File: src/rtl/alu_req_arbiter.sv
// Round-robin front end that shares one serial-protocol ALU among NUM_REQ requesters.
// Only one operation is in flight at a time. Each operation ends in a response pulse to its requester, either with the ALU result or with a timeout.
//
// state  | meaning
// IDLE   | no transaction; arbitrate among pending requests
// SEND_A | ack the granted requester; present opcode and operand A to the ALU
// SEND_B | present operand B to the ALU; clear the timeout counter
// WAIT   | wait for ALU done, or give up after TIMEOUT_CYCLES cycles
// RESP   | pulse rsp_valid to the granted requester; advance round-robin pointer
module alu_req_arbiter #(
  parameter int NUM_REQ        = 4,
  parameter int DATA_WIDTH     = 8,
  parameter int TIMEOUT_CYCLES = 16
) (
  input  logic                          clk,
  input  logic                          reset,
  input  logic [NUM_REQ-1:0]            req,
  input  logic [NUM_REQ-1:0]            req_opcode,
  input  logic [NUM_REQ*DATA_WIDTH-1:0] req_a,
  input  logic [NUM_REQ*DATA_WIDTH-1:0] req_b,
  output logic [NUM_REQ-1:0]            ack,
  output logic [NUM_REQ-1:0]            rsp_valid,
  output logic [DATA_WIDTH-1:0]         rsp_result,
  output logic                          rsp_overflow,
  output logic                          rsp_timeout,
  output logic                          busy,
  output logic                          alu_opcode_valid,
  output logic                          alu_opcode,
  output logic [DATA_WIDTH-1:0]         alu_data,
  input  logic                          alu_done,
  input  logic [DATA_WIDTH-1:0]         alu_result,
  input  logic                          alu_overflow
);

  localparam int PTR_W = $clog2(NUM_REQ);
  localparam int CNT_W = $clog2(TIMEOUT_CYCLES + 1);

  typedef enum logic [2:0] {
    S_IDLE   = 3'd0,
    S_SEND_A = 3'd1,
    S_SEND_B = 3'd2,
    S_WAIT   = 3'd3,
    S_RESP   = 3'd4
  } state_t;

  state_t                 state_q, state_d;
  logic [PTR_W-1:0]       rr_ptr_q, rr_ptr_d;
  logic [PTR_W-1:0]       g_q, g_d;
  logic                   op_q, op_d;
  logic [DATA_WIDTH-1:0]  a_q, a_d;
  logic [DATA_WIDTH-1:0]  b_q, b_d;
  logic [CNT_W-1:0]       cnt_q, cnt_d;
  logic [DATA_WIDTH-1:0]  result_q, result_d;
  logic                   ovf_q, ovf_d;
  logic                   tmo_q, tmo_d;

  logic                   found;
  logic [PTR_W-1:0]       grant_idx;

  // First pending request at or above rr_ptr, wrapping around
  always_comb begin
    int         pos;
    logic [PTR_W-1:0] pos_w;
    found     = 1'b0;
    grant_idx = '0;
    pos       = 0;
    pos_w     = '0;
    for (int k = 0; k < NUM_REQ; k++) begin
      pos   = (int'(rr_ptr_q) + k) % NUM_REQ;
      pos_w = PTR_W'(pos);
      if (!found && req[pos_w]) begin
        found     = 1'b1;
        grant_idx = pos_w;
      end
    end
  end

  always_ff @(posedge clk or posedge reset) begin
    if (reset) begin
      state_q  <= S_IDLE;
      rr_ptr_q <= '0;
      g_q      <= '0;
      op_q     <= 1'b0;
      a_q      <= '0;
      b_q      <= '0;
      cnt_q    <= '0;
      result_q <= '0;
      ovf_q    <= 1'b0;
      tmo_q    <= 1'b0;
    end else begin
      state_q  <= state_d;
      rr_ptr_q <= rr_ptr_d;
      g_q      <= g_d;
      op_q     <= op_d;
      a_q      <= a_d;
      b_q      <= b_d;
      cnt_q    <= cnt_d;
      result_q <= result_d;
      ovf_q    <= ovf_d;
      tmo_q    <= tmo_d;
    end
  end

  always_comb begin
    state_d  = state_q;
    rr_ptr_d = rr_ptr_q;
    g_d      = g_q;
    op_d     = op_q;
    a_d      = a_q;
    b_d      = b_q;
    cnt_d    = cnt_q;
    result_d = result_q;
    ovf_d    = ovf_q;
    tmo_d    = tmo_q;
    case (state_q)
      S_IDLE: begin
        if (found) begin
          g_d = grant_idx;
          for (int i = 0; i < NUM_REQ; i++) begin
            if (grant_idx == PTR_W'(i)) begin
              op_d = req_opcode[i];
              a_d  = req_a[i*DATA_WIDTH +: DATA_WIDTH];
              b_d  = req_b[i*DATA_WIDTH +: DATA_WIDTH];
            end
          end
          state_d = S_SEND_A;
        end
      end
      S_SEND_A: state_d = S_SEND_B;
      S_SEND_B: begin
        cnt_d   = '0;
        state_d = S_WAIT;
      end
      S_WAIT: begin
        // A done in the last allowed cycle still wins over the timeout
        if (alu_done) begin
          result_d = alu_result;
          ovf_d    = alu_overflow;
          tmo_d    = 1'b0;
          state_d  = S_RESP;
        end else if (cnt_q == CNT_W'(TIMEOUT_CYCLES - 1)) begin
          result_d = '0;
          ovf_d    = 1'b0;
          tmo_d    = 1'b1;
          state_d  = S_RESP;
        end else begin
          cnt_d = cnt_q + CNT_W'(1);
        end
      end
      S_RESP: begin
        rr_ptr_d = (g_q == PTR_W'(NUM_REQ - 1)) ? '0 : g_q + PTR_W'(1);
        state_d  = S_IDLE;
      end
      default: state_d = S_IDLE;
    endcase
  end

  always_comb begin
    ack       = '0;
    rsp_valid = '0;
    for (int i = 0; i < NUM_REQ; i++) begin
      ack[i]       = (state_q == S_SEND_A) && (g_q == PTR_W'(i));
      rsp_valid[i] = (state_q == S_RESP)   && (g_q == PTR_W'(i));
    end
  end

  assign busy             = (state_q != S_IDLE);
  assign alu_opcode_valid = (state_q == S_SEND_A);
  assign alu_opcode       = (state_q == S_SEND_A) && op_q;
  assign alu_data         = (state_q == S_SEND_A) ? a_q :
                            (state_q == S_SEND_B) ? b_q : '0;
  assign rsp_result       = (state_q == S_RESP) ? result_q : '0;
  assign rsp_overflow     = (state_q == S_RESP) && ovf_q;
  assign rsp_timeout      = (state_q == S_RESP) && tmo_q;

endmodule

File: config.mk
export PLATFORM = sky130hd
export DESIGN_NAME = alu_req_arbiter
export DESIGN_NICKNAME = d
export VERILOG_FILES = /design/src/rtl/alu_req_arbiter.sv
export SDC_FILE = /design/constraint.sdc
export NUM_CORES = 1
export LEC_CHECK = 0
export BUFFER_PORTS_ARGS = -buffer_cell sky130_fd_sc_hd__buf_2
export CAP_MARGIN = 20
export CORE_ASPECT_RATIO = 0.7
export CORE_UTILIZATION = 40
export CTS_BUF_LIST = sky130_fd_sc_hd__clkbuf_4 sky130_fd_sc_hd__clkbuf_8
export CTS_CLUSTER_SIZE = 40
export DETAILED_ROUTE_END_ITERATION = 16
export PLACE_DENSITY = 0.8
export SYNTH_ARGS = -nofsm -noshare
export SYNTH_HDL_FRONTEND = slang
export SYNTH_SLANG_ARGS = --single-unit
File: constraint.sdc
create_clock -name clk -period 2.86 [get_ports clk]
set_input_delay 0.858 -clock clk [delete_from_list [all_inputs] [get_ports clk]]
set_output_delay 0.858 -clock clk [all_outputs]
set_load 0.02 [all_outputs]
==> results.json, run 1 <==
{
  "met2_length_um": 3050,
  "grt_max_degree": 40,
  "place_area_mm2": 0.00308,
  "grt_pass1_wl_um": 10600,
  "cts-root-buf": "clkbuf_8",
  "first_global_vias": 2280,
  "path_clk_slew_ps": 80,
  "wl_met3_um": 459,
  "synth_nets": 348,
  "ys_warn_count": 0,
  "ctsHoldBuffers": 0,
  "grt_util_all_layers_pct": 21.9,
  "tns_ps": 0,
  "fin_area_mm2": 0.00320,
  "antenna_left": 0,
  "status": "finished clean",
  "worstPathRequired_ps": 2000,
  "async_flop_share_pct": 100,
  "hold_class": "reg -> reg",
  "yosysTopAreaCellShare_pct": 39.9,
  "core-area_mm2": 0.00581,
  "critPathKind": "reg -> out",
  "clk-insertion-delay-late_ps": 290,
  "cts_resized": 0,
  "area_delta_synth_final_pct": 30.9,
  "synth-seq-cells": 39,
  "relSlewSlack_pct": 38.2,
  "final-setup-viol-count": 0,
  "drive_above_1_share_pct": 40.0,
  "wl_per_cell_um": 14.8,
  "min_period_ps": 2580,
  "post_synth_num_cell_types": 38,
  "ios": 113,
  "place.gp.congestion": 0.913,
  "highest_layer": "met4",
  "numCtsBuffers": 5,
  "tightest_slew_ps": 928,
  "fin_skew_ps": 7.08,
  "synth_edf_count": 0,
  "synth.yosys.seq_area_share_pct": 39.9,
  "leakagePower_nw": 1.62,
  "die_w_um": 95.4,
  "cp-start-kind": "flop",
  "fin_hold_ws_ps": 493,
  "cts_max_level": 2,
  "fmax_mhz": 387,
  "drv_slew": 0,
  "viasPerCell": 5.37,
  "overflow": 0,
  "dp_hpwl_um": 5070,
  "ir_drop_mv": 0.354,
  "crit_fanout": 10,
  "maxCapViolCount": 0,
  "post_cts_buffers": 0,
  "clock-sinks": 39,
  "cp-end-kind": "output port",
  "io_buffers": 112,
  "wirelength_um": 6570,
  "worst-r2r-setup-slack_ps": 690,
  "synth_area_leaders": "dfrtp_1 40%, a22o_1 6.5%, a221oi_2 6.1%, a211oi_1 5.2%, and2_1 4.9%",
  "synth_area_leader_cell": "dfrtp_1",
  "start_util_pct": 42.0,
  "final_util_pct": 55.0,
  "drt_iter0_drc": 180,
  "nFillCells": 551,
  "whs_path_depth": 2,
  "drc_errors": 0,
  "cts_buffer_depth": 2,
  "finalHoldViolCount": 0,
  "reg2reg_depth": 7,
  "diodes": 0,
  "fp-row-count": 23,
  "firstDrtPassIters": 4,
  "num_vias": 2391,
  "netlist_area_mm2": 0.00244,
  "rsz0062_at_grt": "no",
  "synth_area_per_cell_um2": 9.47,
  "period_share_pct": 90.3,
  "synth_ff_type": "dfrtp_1",
  "die_area_mm2": 0.00643,
  "chipHeight_um": 67.4,
  "synthCells": 258,
  "p_per_area_mw_per_mm2": 934,
  "crit_arrival_ps": 1730,
  "cts_tree": "built",
  "final_nets": 459,
  "grt_antenna_before_repair": 0,
  "wirelength_met1_um": 3020
}
==> through the flow <==
| step | setup WS [ps] | power, mW | instances |
|---|---|---|---|
| after floorplan | 375 | 2.06 | 258 |
| after global placement | 375 | 2.48 | 437 |
| after detailed placement | 254 | 2.53 | 437 |
| after CTS | 266 | 3.01 | 445 |
| after global routing | 190 | 3.20 | 445 |
| final | 277 | 2.99 | 445 |
==> critical path, cell delays in order (launching register included) <==
cell     delay [ps]
dfrtp_1         440
nor2b_1         300
nor2b_1         190
buf_4           200
a22o_1          150
buf_2           170
==> cell usage in the layout, fill, tap and decap left out, types with 2 or more instances in the layout <==
cell type / synthesis / final
clkbuf_8: 0 / 6
nor2b_1: 17 / 17
nor3_1: 3 / 3
o22ai_1: 17 / 17
a22o_1: 18 / 18
nand3_1: 4 / 4
and2_1: 19 / 19
a221oi_2: 10 / 10
nor2_1: 7 / 7
and2b_1: 2 / 2
dfrtp_1: 39 / 39
a221oi_1: 8 / 8
buf_2: 4 / 112
a21oi_1: 7 / 7
and3_1: 2 / 2
nand2_1: 8 / 8
buf_4: 3 / 9
inv_1: 28 / 28
nand2b_1: 3 / 3
nor2_2: 2 / 2
a211oi_1: 17 / 17
o21ai_0: 10 / 10
ha_1: 6 / 6
==> cell usage after synthesis, types with 7 or more instances <==
cell type / instances
a221oi_2: 10
a211oi_1: 17
a221oi_1: 8
o21ai_0: 10
o22ai_1: 17
a22o_1: 18
dfrtp_1: 39
and2_1: 19
inv_1: 28
nor2_1: 7
a21oi_1: 7
nand2_1: 8
nor2b_1: 17
clkbuf_1: 8
==> per-layer routing <==
metal	GRT usage [%]	vias up
met5	0	-
met1	29.4	1137
met4	6.34	0
met2	35.4	93
met3	5.07	6
li1	-	1155
==> sequential cells by signal (all words and copies together), names as in the netlist <==
name,cells
result_q,8
state_q,3
op_q,1
tmo_q,1
a_q,8
cnt_q,5
b_q,8
ovf_q,1
rr_ptr_q,2
g_q,2
==> path summary, 6_finish.rpt <==
kind	endpoint	start
worst max register to register	a_q[6]$_DFFE_PP0P_	state_q[2]$_DFFE_PP0P_
min in group asynchronous	result_q[7]$_DFFE_PP0P_	reset
max in group asynchronous	b_q[3]$_DFFE_PP0P_	reset
worst max-delay path	alu_data[5]	state_q[2]$_DFFE_PP0P_
worst min register to register	cnt_q[4]$_DFFE_PP0P_	cnt_q[4]$_DFFE_PP0P_
worst min-delay path	cnt_q[4]$_DFFE_PP0P_	cnt_q[4]$_DFFE_PP0P_
==> area by class of cell <==
type	instances	area [um2]	share of cell area, %
Clock buffer	6	82.6	2.58
Tap cell	75	93.8	2.93
Inverter	29	109	3.40
Clock inverter	2	35.0	1.10
Sequential cell	39	976	30.5
Timing Repair Buffer	121	628	19.6
Multi-Input combinational cell	173	1270	39.9
==> power breakdown <==
part           internal, mW  switching [mW]
clock network         0.282           0.195
registers             0.802           0.172
logic                 0.641           0.896
==> logic make-up (layout without fill, tap and decap cells) <==
family | after synthesis | after routing | synth area share, %
AO/OA/AOI/OAI | 92 | 92 | 30.6
AND/OR/NAND/NOR | 74 | 74 | 17.9
buffers and inverters | 46 | 158 | 8.09
flip-flops | 39 | 39 | 39.9
adder cells (fa/ha/maj) | 6 | 6 | 3.07
XOR/XNOR | 1 | 1 | 0.358
(Power assumes the default switching activity.)
==> run 2, diff against run 1 <==
Settings changed: ABC_AREA set to 1, PLACE_DENSITY 0.8 to 0.77.
==> results.json, run 2 <==
{
  "status": "finished clean",
  "async_flop_share_pct": 100,
  "leakagePower_nw": 2.35,
  "synth_area_leaders": "dfrtp_1 32%, nand2_1 19%, inv_1 13%, nand3_1 6.7%, o21ai_0 4.3%",
  "numCtsBuffers": 5,
  "drive_above_1_share_pct": 26.8,
  "cts_resized": 0,
  "fp-row-count": 26,
  "place_area_mm2": 0.00362,
  "num_vias": 3183,
  "path_clk_slew_ps": 70,
  "final.setup.worst_slack_ps": 205,
  "dp_hpwl_um": 6090,
  "cpPeakStageDelay_ps": 640,
  "pre_cts_ws_ps": 119,
  "layout_common_cells": "156 x nand2_1, 112 x buf_2, 104 x inv_1",
  "synth_edf_count": 0,
  "clk-insertion-delay-late_ps": 290,
  "synth_nets": 566,
  "firstDrtPassIters": 4,
  "p_per_area_mw_per_mm2": 1180,
  "synth.yosys.seq_area_share_pct": 32.4,
  "yosysMostFrequentCell": "nand2_1",
  "worstPathRequired_ps": 2000,
  "synthCells": 476,
  "ios": 113,
  "startpoint": "state_q[1]$_DFFE_PP0P_",
  "drv_slew": 0,
  "whs_path_depth": 1,
  "min_period_ps": 2650,
  "drt_iter0_drc": 314,
  "antenna_left": 0,
  "grt_antenna_before_repair": 0,
  "cts_buffer_depth": 2,
  "die_area_mm2": 0.00788,
  "reg2reg_from": "rr_ptr_q[0]$_DFFE_PP0P_",
  "tightest_slew_ps": 498,
  "place.gp.congestion": 0.984,
  "io_buffers": 112,
  "synth_ff_type": "dfrtp_1",
  "crit_slowest_cell": "dfrtp_1",
  "wirelength_um": 7780,
  "diodes": 0,
  "drc_errors": 0,
  "final_util_pct": 51.3,
  "start_util_pct": 41.3,
  "worst-r2r-setup-slack_ps": 350,
  "area_delta_synth_final_pct": 24.3,
  "cts_tree": "built",
  "crit_arrival_ps": 1800,
  "die_w_um": 106,
  "post_synth_num_cell_types": 30,
  "overflow": 0,
  "core-area_mm2": 0.00729,
  "multi_input_area_mm2": 0.00150,
  "netlist_area_mm2": 0.00301,
  "grt_pass1_wl_um": 12800,
  "nFillCells": 706,
  "wl_per_cell_um": 11.4,
  "layout_commonest_cell": "nand2_1",
  "synth_area_per_cell_um2": 6.32,
  "clock-sinks": 39,
  "cts_max_level": 2,
  "fmax_mhz": 377,
  "critPathKind": "reg -> out",
  "fin_cells": 684,
  "yosysTopAreaCellShare_pct": 32.4,
  "finalHoldViolCount": 0,
  "critPathBufInv": 3,
  "fin_area_mm2": 0.00374,
  "largest_registers": "a_q: 8 flops, b_q: 8 flops, result_q: 8 flops",
  "first_global_vias": 2957,
  "grt_util_all_layers_pct": 20.4,
  "ctsHoldBuffers": 0,
  "crit_chain": "nor3_1 > buf_4 > inv_1 > nor2_1 > buf_2",
  "period_share_pct": 92.8,
  "fin_hold_ws_ps": 461,
  "hold_class": "reg -> reg",
  "regArea_um2": 976,
  "dp.cells": 676,
  "cp_num_cells": 5,
  "grt_max_degree": 40,
  "ir_drop_mv": 0.572,
  "cts-root-buf": "clkbuf_8",
  "final_nets": 675,
  "relSlewSlack_pct": 66.8,
  "crit_family": "buffers and inverters",
  "totalPowerFinal_mw": 4.40,
  "ys_warn_count": 0,
  "fin_skew_ps": 6.94,
  "regToRegEndpoint": "b_q[3]$_DFFE_PP0P_",
  "rsz0062_at_grt": "no",
  "ys_top_cells_by_count": "156 x nand2_1, 104 x inv_1, 40 x nand3_1",
  "synth_area_leader_cell": "dfrtp_1",
  "crit_fanout": 14,
  "tns_ps": 0,
  "chipHeight_um": 74.6,
  "reg2reg_depth": 15,
  "final-setup-viol-count": 0,
  "viasPerCell": 4.65,
  "worstHoldStart": "cnt_q[3]$_DFFE_PP0P_",
  "setup.worst_path.end": "rsp_valid[3]",
  "cp-end-kind": "output port",
  "cp-start-kind": "flop",
  "post_cts_buffers": 0,
  "synth-seq-cells": 39,
  "maxCapViolCount": 0
}
-- run 2: report_power, final --
group	internal [mW]	leakage (nW)	total [mW]	switching (mW)
combinational	0.946	1.80	2.94	2.00
sequential	0.805	0.488	0.983	0.178
clock	0.282	0.0612	0.474	0.192
-- run 2: cell families after synthesis --
kind of cell    synth area share (%)
buf+inv                         17.7
fa+ha+maj                       2.49
simple gates                    37.3
compound gates                  10.0
flops                           32.4
-- run 2: cell type report --
type | instances | share of cell area [%]
timing repair buffer | 118 | 16.2
inverter | 111 | 11.2
tap | 98 | 3.28
clock inverter | 2 | 0.936
sequential | 39 | 26.1
clock buffer | 6 | 2.21
multi-input combinational | 310 | 40.1
-- run 2: worst min-delay path by stage --
stage	end	slack [ps]
3_5_place_dp	cnt_q[3]$_DFFE_PP0P_	450
3_3_place_gp	cnt_q[3]$_DFFE_PP0P_	450
5_1_grt	cnt_q[3]$_DFFE_PP0P_	470
2_1_floorplan	cnt_q[3]$_DFFE_PP0P_	430
6_report	cnt_q[3]$_DFFE_PP0P_	460
4_1_cts	cnt_q[3]$_DFFE_PP0P_	460
-- run 2: layer usage --
layer / wire length (um) / global-route usage [%] / up-vias
li1: - / - / 1653
met1: 3710 / 26.4 / 1403
met2: 3430 / 34.1 / 114
met3: 542 / 5.17 / 13
met4: 96 / 6.02 / 0
met5: 0 / 0 / -
==> run 3, diff against run 2 <==
Settings changed: PLACE_DENSITY 0.77 to 0.66.
==> results.json, run 3 (synthesized netlist as in run 2, its figures left out) <==
{
  "status": "finished clean",
  "cts_tree": "built",
  "critPathKind": "reg -> out",
  "final_util_pct": 51.0,
  "fin_hold_ws_ps": 461,
  "dp_hpwl_um": 5970,
  "die_w_um": 106,
  "p_per_area_mw_per_mm2": 1150,
  "core-area_mm2": 0.00729,
  "ir_drop_mv": 0.574,
  "worstPathRequired_ps": 2000,
  "wirelength_um": 7570,
  "final-setup-viol-count": 0,
  "layout_common_cells": "156 x nand2_1, 112 x buf_2, 104 x inv_1",
  "ctsHoldBuffers": 0,
  "min_period_ps": 2620,
  "cpPeakStageDelay_ps": 540,
  "grt_util_all_layers_pct": 20.3,
  "regToRegEndpoint": "b_q[2]$_DFFE_PP0P_",
  "tightest_slew_ps": 498,
  "wl_per_cell_um": 11.1,
  "drt_iter0_drc": 202,
  "worstHoldStart": "cnt_q[3]$_DFFE_PP0P_",
  "clock-sinks": 39,
  "whs_path_depth": 1,
  "crit_chain": "nor3_1 > inv_1 > nor2_1 > buf_2",
  "cp-end-kind": "output port",
  "tns_ps": 0,
  "cp-start-kind": "flop",
  "leakagePower_nw": 2.34,
  "firstDrtPassIters": 4,
  "overflow": 0,
  "start_util_pct": 41.3,
  "reg2reg_depth": 15,
  "diodes": 0,
  "die_area_mm2": 0.00788,
  "period_share_pct": 91.7,
  "largest_registers": "a_q: 8 flops, b_q: 8 flops, result_q: 8 flops",
  "area_delta_synth_final_pct": 23.6,
  "hold_end": "cnt_q[3]$_DFFE_PP0P_",
  "grt_max_degree": 40,
  "finalHoldViolCount": 0,
  "fp-row-count": 26,
  "post_cts_buffers": 0,
  "crit_slowest_cell": "dfrtp_1",
  "relSlewSlack_pct": 66.8,
  "switching_power_mw": 2.32,
  "numCtsBuffers": 5,
  "nFillCells": 775,
  "drv_slew": 0,
  "power_frac_seq_pct": 23.1,
  "ios": 113,
  "switching_share_pct": 54.3,
  "crit_fanout": 14,
  "final.setup.worst_slack_ps": 236,
  "cts_resized": 0,
  "rsz0062_at_grt": "no",
  "chipHeight_um": 74.6,
  "final_nets": 676,
  "pwr-share-clk_pct": 8.8,
  "crit_arrival_ps": 1770,
  "cts_max_level": 2,
  "num_vias": 3130,
  "place.gp.congestion": 1.02,
  "worst-r2r-setup-slack_ps": 460,
  "multi_input_area_mm2": 0.00150,
  "pre_cts_ws_ps": 180,
  "maxCapViolCount": 0,
  "io_buffers": 112,
  "cts_buffer_depth": 2,
  "fin_skew_ps": 12.0,
  "reg2reg_from": "rr_ptr_q[0]$_DFFE_PP0P_",
  "path_clk_slew_ps": 70,
  "fmax_mhz": 381,
  "regArea_um2": 976,
  "layout_commonest_cell": "nand2_1",
  "clk-insertion-delay-late_ps": 290,
  "first_global_vias": 2931,
  "cts-root-buf": "clkbuf_8",
  "grt_pass1_wl_um": 12800,
  "grt_antenna_before_repair": 0,
  "combPwrFrac_pct": 68.1,
  "viasPerCell": 4.57,
  "antenna_left": 0,
  "drc_errors": 0,
  "drive_above_1_share_pct": 26.9,
  "hold_class": "reg -> reg",
  "power.internal_mw": 1.95
}
==> run 3: cell types whose count changed in the layout (fill, tap and decap cells not counted) <==
cell	before	now
clkbuf_8	6	5
buf_4	6	7
bufinv_16	1	0
clkbuf_4	0	2
==> run 3: worst max path at each step <==
stage	from	end	slack [ps]	depth (start not counted)
CTS	state_q[1]$_DFFE_PP0P_	rsp_valid[1]	210	4
finish	state_q[1]$_DFFE_PP0P_	rsp_overflow	240	4
global route	state_q[1]$_DFFE_PP0P_	rsp_result[3]	20	4
detailed placement	req[1]	b_q[2]$_DFFE_PP0P_	180	15
floorplan	state_q[2]$_DFFE_PP0P_	ack[0]	40	3
global placement	req[3]	b_q[2]$_DFFE_PP0P_	230	15
==> run 3: final cells by class <==
cell class / count / share of cell area, %
clock inverter: 1 / 0.135
timing repair buffer: 119 / 16.5
tap: 98 / 3.30
sequential: 39 / 26.2
inverter: 111 / 11.3
multi-input combinational: 310 / 40.3
clock buffer: 7 / 2.25
==> run 3: per-stage QoR <==
stage | cell area [um2] | power, mW | cells
2_1_floorplan | 3010 | 3.41 | 476
3_3_place_gp | 3630 | 3.88 | 677
3_5_place_dp | 3630 | 3.91 | 677
4_1_cts | 3720 | 4.30 | 685
5_1_grt | 3720 | 4.77 | 685
6_report | 3720 | 4.27 | 685
==> run 3: power groups by stage <==
stage / combinational (mW) / sequential [mW] / clock [mW]
after floorplan: 2.49 / 0.916 / 0
after global placement: 2.88 / 0.994 / 0
after detailed placement: 2.91 / 0.995 / 0
after CTS: 2.92 / 0.988 / 0.388
after global routing: 3.33 / 1.02 / 0.414
final: 2.91 / 0.987 / 0.375
==> run 3: per-layer routing <==
layer  vias up  wire (um)  global-route usage, %
li1       1653          -                      -
met1      1387       3790                   28.4
met2        84       3350                   32.7
met3         6        373                   3.16
met4         0         66                   6.64
met5         -          0                      0
==> run 3: critical path, delay by kind of cell, from the launching register on <==
| kind | cells | cell delay [ps] |
|---|---|---|
| flip-flops | 1 | 540 |
| buffers and inverters | 2 | 450 |
| AND/OR/NAND/NOR | 2 | 490 |
